[src/rtl/qpsk_pkg.sv]
// Shared constants and sizing helpers for the QPSK TX/RX chain.
package qpsk_pkg;

  localparam logic [1:0] ST_IDLE  = 2'd0;
  localparam logic [1:0] ST_FLUSH = 2'd1;
  localparam logic [1:0] ST_RUN   = 2'd2;

  localparam int DEF_CLK_DIV     = 2;
  localparam int DEF_OVERSAMPLE  = 4;
  localparam int DEF_FLUSH_LEN   = 24;
  localparam int DEF_SYNC_STAGES = 2;

  // Bits needed to count 0..n-1, never less than one.
  function automatic int cnt_w(input int n);
    return (n <= 2) ? 1 : $clog2(n);
  endfunction

  function automatic int phase_w(input int oversample);
    return cnt_w(oversample);
  endfunction

endpackage

[src/rtl/sync_bits.sv]
// Multi-flop synchronizer for slow asynchronous level inputs (no debounce).
module sync_bits #(
  parameter int WIDTH  = 2,
  parameter int STAGES = 2
) (
  input  logic             clk,
  input  logic             rst_n,
  input  logic [WIDTH-1:0] d,
  output logic [WIDTH-1:0] q
);

  logic [STAGES-1:0][WIDTH-1:0] ff;

  always_ff @(posedge clk or negedge rst_n) begin
    if (!rst_n) begin
      ff <= '0;
    end else begin
      ff <= {ff[STAGES-2:0], d};
    end
  end

  assign q = ff[STAGES-1];

endmodule

[src/rtl/qpsk_tx_sequencer.sv]
// Timing and mode controller for the QPSK chain: sample/symbol enables,
// oversampling phase and the IDLE -> FLUSH -> RUN start-up sequence.
module qpsk_tx_sequencer
  import qpsk_pkg::*;
#(
  parameter int CLK_DIV     = DEF_CLK_DIV,
  parameter int OVERSAMPLE  = DEF_OVERSAMPLE,
  parameter int FLUSH_LEN   = DEF_FLUSH_LEN,
  parameter int SYNC_STAGES = DEF_SYNC_STAGES
) (
  input  logic                             CLK100MHZ,
  input  logic                             rst,
  input  logic [1:0]                       i_switch,
  output logic                             o_en_tx,
  output logic                             o_en_prbs,
  output logic                             o_en_rx,
  output logic [phase_w(OVERSAMPLE)-1:0]   o_phase,
  output logic                             o_flush,
  output logic                             o_run
);

  localparam int DIV_W   = cnt_w(CLK_DIV);
  localparam int PHASE_W = phase_w(OVERSAMPLE);
  localparam int FC_W    = cnt_w(FLUSH_LEN + 1);

  logic [1:0]         sw_s;
  logic [DIV_W-1:0]   div_cnt;
  logic [PHASE_W-1:0] phase;
  logic [FC_W-1:0]    flush_cnt, flush_cnt_nxt;
  logic [1:0]         state, state_nxt;
  logic               tick, sym, flush_done;

  sync_bits #(
    .WIDTH  (2),
    .STAGES (SYNC_STAGES)
  ) u_sync (
    .clk   (CLK100MHZ),
    .rst_n (rst),
    .d     (i_switch),
    .q     (sw_s)
  );

  assign tick       = (div_cnt == DIV_W'(CLK_DIV - 1));
  assign sym        = tick && (phase == PHASE_W'(OVERSAMPLE - 1));
  assign flush_done = (flush_cnt == FC_W'(FLUSH_LEN));

  // Divider and phase free-run regardless of state so RUN entry stays phase-aligned.
  always_ff @(posedge CLK100MHZ or negedge rst) begin
    if (!rst) begin
      div_cnt <= '0;
      phase   <= '0;
    end else begin
      div_cnt <= tick ? '0 : div_cnt + DIV_W'(1);
      if (tick) begin
        phase <= phase + PHASE_W'(1);
      end
    end
  end

  always_comb begin
    state_nxt     = state;
    flush_cnt_nxt = flush_cnt;
    case (state)
      ST_IDLE: begin
        if (sw_s[0]) begin
          state_nxt     = ST_FLUSH;
          flush_cnt_nxt = '0;
        end
      end
      ST_FLUSH: begin
        if (tick && !flush_done) begin
          flush_cnt_nxt = flush_cnt + FC_W'(1);
        end
        if (flush_done && sym) begin
          state_nxt = ST_RUN;
        end
      end
      ST_RUN: begin
        state_nxt = ST_RUN;
      end
      default: begin
        state_nxt = ST_IDLE;
      end
    endcase
    // Dropping the TX switch wins over every other transition.
    if (!sw_s[0]) begin
      state_nxt = ST_IDLE;
    end
  end

  always_ff @(posedge CLK100MHZ or negedge rst) begin
    if (!rst) begin
      state     <= ST_IDLE;
      flush_cnt <= '0;
    end else begin
      state     <= state_nxt;
      flush_cnt <= flush_cnt_nxt;
    end
  end

  // Registered outputs: each reflects the previous cycle's state and counters.
  always_ff @(posedge CLK100MHZ or negedge rst) begin
    if (!rst) begin
      o_en_tx   <= 1'b0;
      o_en_prbs <= 1'b0;
      o_en_rx   <= 1'b0;
      o_phase   <= '0;
      o_flush   <= 1'b0;
      o_run     <= 1'b0;
    end else begin
      o_en_tx   <= tick && (state != ST_IDLE);
      o_en_prbs <= sym && (state == ST_RUN);
      o_en_rx   <= tick && (state == ST_RUN) && sw_s[1];
      o_phase   <= phase;
      o_flush   <= (state == ST_FLUSH);
      o_run     <= (state == ST_RUN);
    end
  end

endmodule

[config.mk]
export PLATFORM = sky130hd
export DESIGN_NAME = qpsk_tx_sequencer
export DESIGN_NICKNAME = d
export VERILOG_FILES = /design/src/rtl/qpsk_pkg.sv /design/src/rtl/sync_bits.sv /design/src/rtl/qpsk_tx_sequencer.sv
export SDC_FILE = /design/constraint.sdc
export NUM_CORES = 1
export LEC_CHECK = 0
export BUFFER_PORTS_ARGS = -buffer_cell sky130_fd_sc_hd__buf_2
export CORE_MARGIN = 3
export CORE_UTILIZATION = 54
export DETAILED_ROUTE_END_ITERATION = 8
export HOLD_SLACK_MARGIN = 0.05
export PLACE_DENSITY_LB_ADDON = 0.2
export SLEW_MARGIN = 30
export SYNTH_ARGS = -nofsm -noshare
export SYNTH_HDL_FRONTEND = slang
export SYNTH_SLANG_ARGS = --single-unit
[constraint.sdc]
create_clock -name CLK100MHZ -period 2.1 [get_ports CLK100MHZ]
set_input_delay 0.42 -clock CLK100MHZ [delete_from_list [all_inputs] [get_ports CLK100MHZ]]
set_output_delay 0.42 -clock CLK100MHZ [all_outputs]
set_load 0.02 [all_outputs]
==> impl_metrics.tcl <==
set metrics [dict create \
    synth_area_leaders "dfrtp_1, ha_1, nand3_1" \
    critPathArrivalTime_ns 1.84 \
    power_frac_seq_pct 51.8 \
    cts_hold_buf 0 \
    start_kind "register" \
    p_sw_uw 329 \
    grt_pass1_wl_um 2330 \
    setup_viol 0 \
    root_buffer "clkbuf_4" \
    p_leak_nw 0.492 \
    crit_start "state[1]$_DFFE_PN0P_" \
    synth.avg_cell_area_um2 11.6 \
    period_share_pct 78.7 \
    fmax_mhz 605 \
    crit_type "reg -> reg" \
    grt_max_degree 22 \
    io_pins 11 \
    synth_area_leader_cell "dfrtp_1" \
    p_clk_share_pct 18.9 \
    dp_cells 98 \
    drt_iter0_drc 17 \
    io_buffer_count 10 \
    grt_pass1_vias 514 \
    final_cells 102 \
    endpoint_kind "register" \
    whs_ns 0.0417 \
    clk_pin_slew_worst_paths_ns 0.11 \
    first_pass_iters 5 \
    slew_headroom_pct 71.2 \
    total_power_uw 961 \
    yosys_warnings 0 \
    gr-total-overflow 0 \
    final-max-slew-violation-count 0 \
    cts_htree_levels 1 \
    final_common_cell "dfrtp_1" \
    yosysTopAreaCellShare_pct 61.3 \
    die_w_um 45.8 \
    synthDistinctLibCells 22 \
    num_rows 13 \
    die_y_um 45.8 \
    netlist_instances 74 \
    synth.cell_area_um2 857 \
    wl_per_cell_um 12.7 \
    p_comb_share_pct 29.3 \
    ys_seq_area_share_pct 61.3 \
    vias 538 \
    finClkSkew_ns 0.00724 \
    synth_fp_nets 85 \
    rsz0062_at_grt "no" \
    status "completed" \
    regToRegStartpoint "state[1]$_DFFE_PN0P_" \
    r2r_setup_slack_ns 0.45 \
    p_int_uw 632 \
    nNetsFinal 99 \
    post-cts-setup-buffers 0 \
    multi_input_area_um2 298 \
    via_per_inst 5.27 \
    post_cts_resized 0 \
    pre_cts_ws_ns 0.482 \
    cts_buffers 3 \
    insertion_delay_ns 0.30 \
    antennaDiodeCount 0 \
    switching_share_pct 34.3 \
    final_cell_mix "dfrtp_1, buf_2, ha_1" \
    hp-class "in -> async" \
    synth_seq_cells 21 \
    cts.sinks 21 \
    core_mm2 0.00140 \
    antenna_left 0 \
    cts_tree "built" \
    ir_worst_vdd_mv 0.681 \
    syn_to_final_growth_pct 10.4 \
    cp.required_ns 2.29 \
    gp_congestion 0.733 \
    drive_above_1_share_pct 19.5 \
    nFillCells 103 \
    critPathMaxFanout 7 \
    grtUsageTotal_pct 16.1 \
    drcViolationCount 0 \
    cts_buffer_depth 2 \
    worst_slew_pin_slew_ns 0.433 \
    fin_crit_ns 1.65 \
    powerDensity_mw_per_mm2 1020 \
    antenna_found_initial 0 \
    setup_tns_ns 0 \
    dp_hpwl_um 986 \
    initial_core_util_pct 61.3 \
    maxCapViolCount 0 \
    seqCellArea_um2 526 \
    drt-total-wl_um 1300 \
    dieArea_mm2 0.00210 \
    hold_violations 0 \
    setup_slack_ns 0.448 \
]
[metrics by stage]
step	utilization [%]	instance area, um^2
detailed placement	65.7	918
finish	67.6	946
global placement	65.7	918
floorplan	-	857
global route	67.6	946
CTS	67.6	946
[layout make-up]
type / count / share of cell area (%)
Clock inverter: 1 / 0.529
Clock buffer: 3 / 2.38
Inverter: 7 / 2.78
Timing Repair Buffer: 10 / 5.29
Multi-Input combinational cell: 45 / 31.5
Tap cell: 15 / 1.98
Sequential cell: 21 / 55.6
[sequential cells by signal, indices dropped and copies added, names as in the netlist, 2 cells and up]
| name | cells |
|---|---|
| flush_cnt | 5 |
| o_phase | 2 |
| phase | 2 |
| state | 2 |
| u_sync.ff | 2 |
| u_sync.q | 2 |
[critical path: stages, from the launching register on]
cell     delay (ns)
dfrtp_1        0.42
inv_1          0.11
ha_1           0.27
nand2_1        0.12
or3b_4         0.45
nand3_1        0.11
o21ai_1        0.07
[synthesized netlist by cell type]
cell and n:
a31oi_1 3, nor3_1 2, inv_1 6, buf_4 1, nor2_1 4, dfrtp_1 21, ha_1 7, nand4_1 1
a21oi_1 1, o21ai_1 6, mux2_1 1, inv_2 1, nand3_1 6, o21ai_0 1, nor2b_1 1, and3_1 2
or3b_4 1, nand2_2 1, nand2_1 5, nand2b_1 1, xor2_1 1, nand4b_1 1
[power groups by stage]
| stage | registers [mW] | logic [mW] | clock network [mW] |
|---|---|---|---|
| finish | 0.497 | 0.282 | 0.182 |
| global route | 0.507 | 0.322 | 0.209 |
| CTS | 0.497 | 0.284 | 0.191 |
| detailed placement | 0.504 | 0.282 | 0 |
| global placement | 0.501 | 0.269 | 0 |
| floorplan | 0.515 | 0.186 | 0 |
[routing by layer]
| metal | up-vias | track usage [%] | part of all wire (%) |
|---|---|---|---|
| li1 | 274 | - | - |
| met1 | 247 | 19.5 | 45 |
| met2 | 15 | 26.4 | 48 |
| met3 | 2 | 5.93 | 6.2 |
| met4 | 0 | 5.11 | 1.0 |
| met5 | - | 0 | 0 |
[path summary, 6_finish.rpt]
kind | endpoint | cells past startpoint
hold / removal | phase[0]$_DFFE_PN0P_ | 1
min in group CLK100MHZ | u_sync.ff[0]$_DFF_PN0_ | 1
max in group asynchronous | flush_cnt[1]$_DFFE_PN0P_ | 1
setup / recovery | flush_cnt[1]$_DFFE_PN0P_ | 6
setup reg to reg | flush_cnt[1]$_DFFE_PN0P_ | 6
hold reg to reg | u_sync.q[0]$_DFF_PN0_ | 0
[cells by family (layout without fill, tap and decap cells)]
kind of cell | after synthesis | count (layout) | synth area share, %
adders and majority gates | 7 | 7 | 10.2
buffers and inverters | 8 | 21 | 3.94
muxes | 1 | 1 | 1.31
AOI/OAI and AO/OA | 11 | 11 | 6.86
xor gates and xnor gates | 1 | 1 | 1.02
DFF | 21 | 21 | 61.3
and+or+nand+nor | 25 | 25 | 15.3
Power figures use the tool's default switching activity.
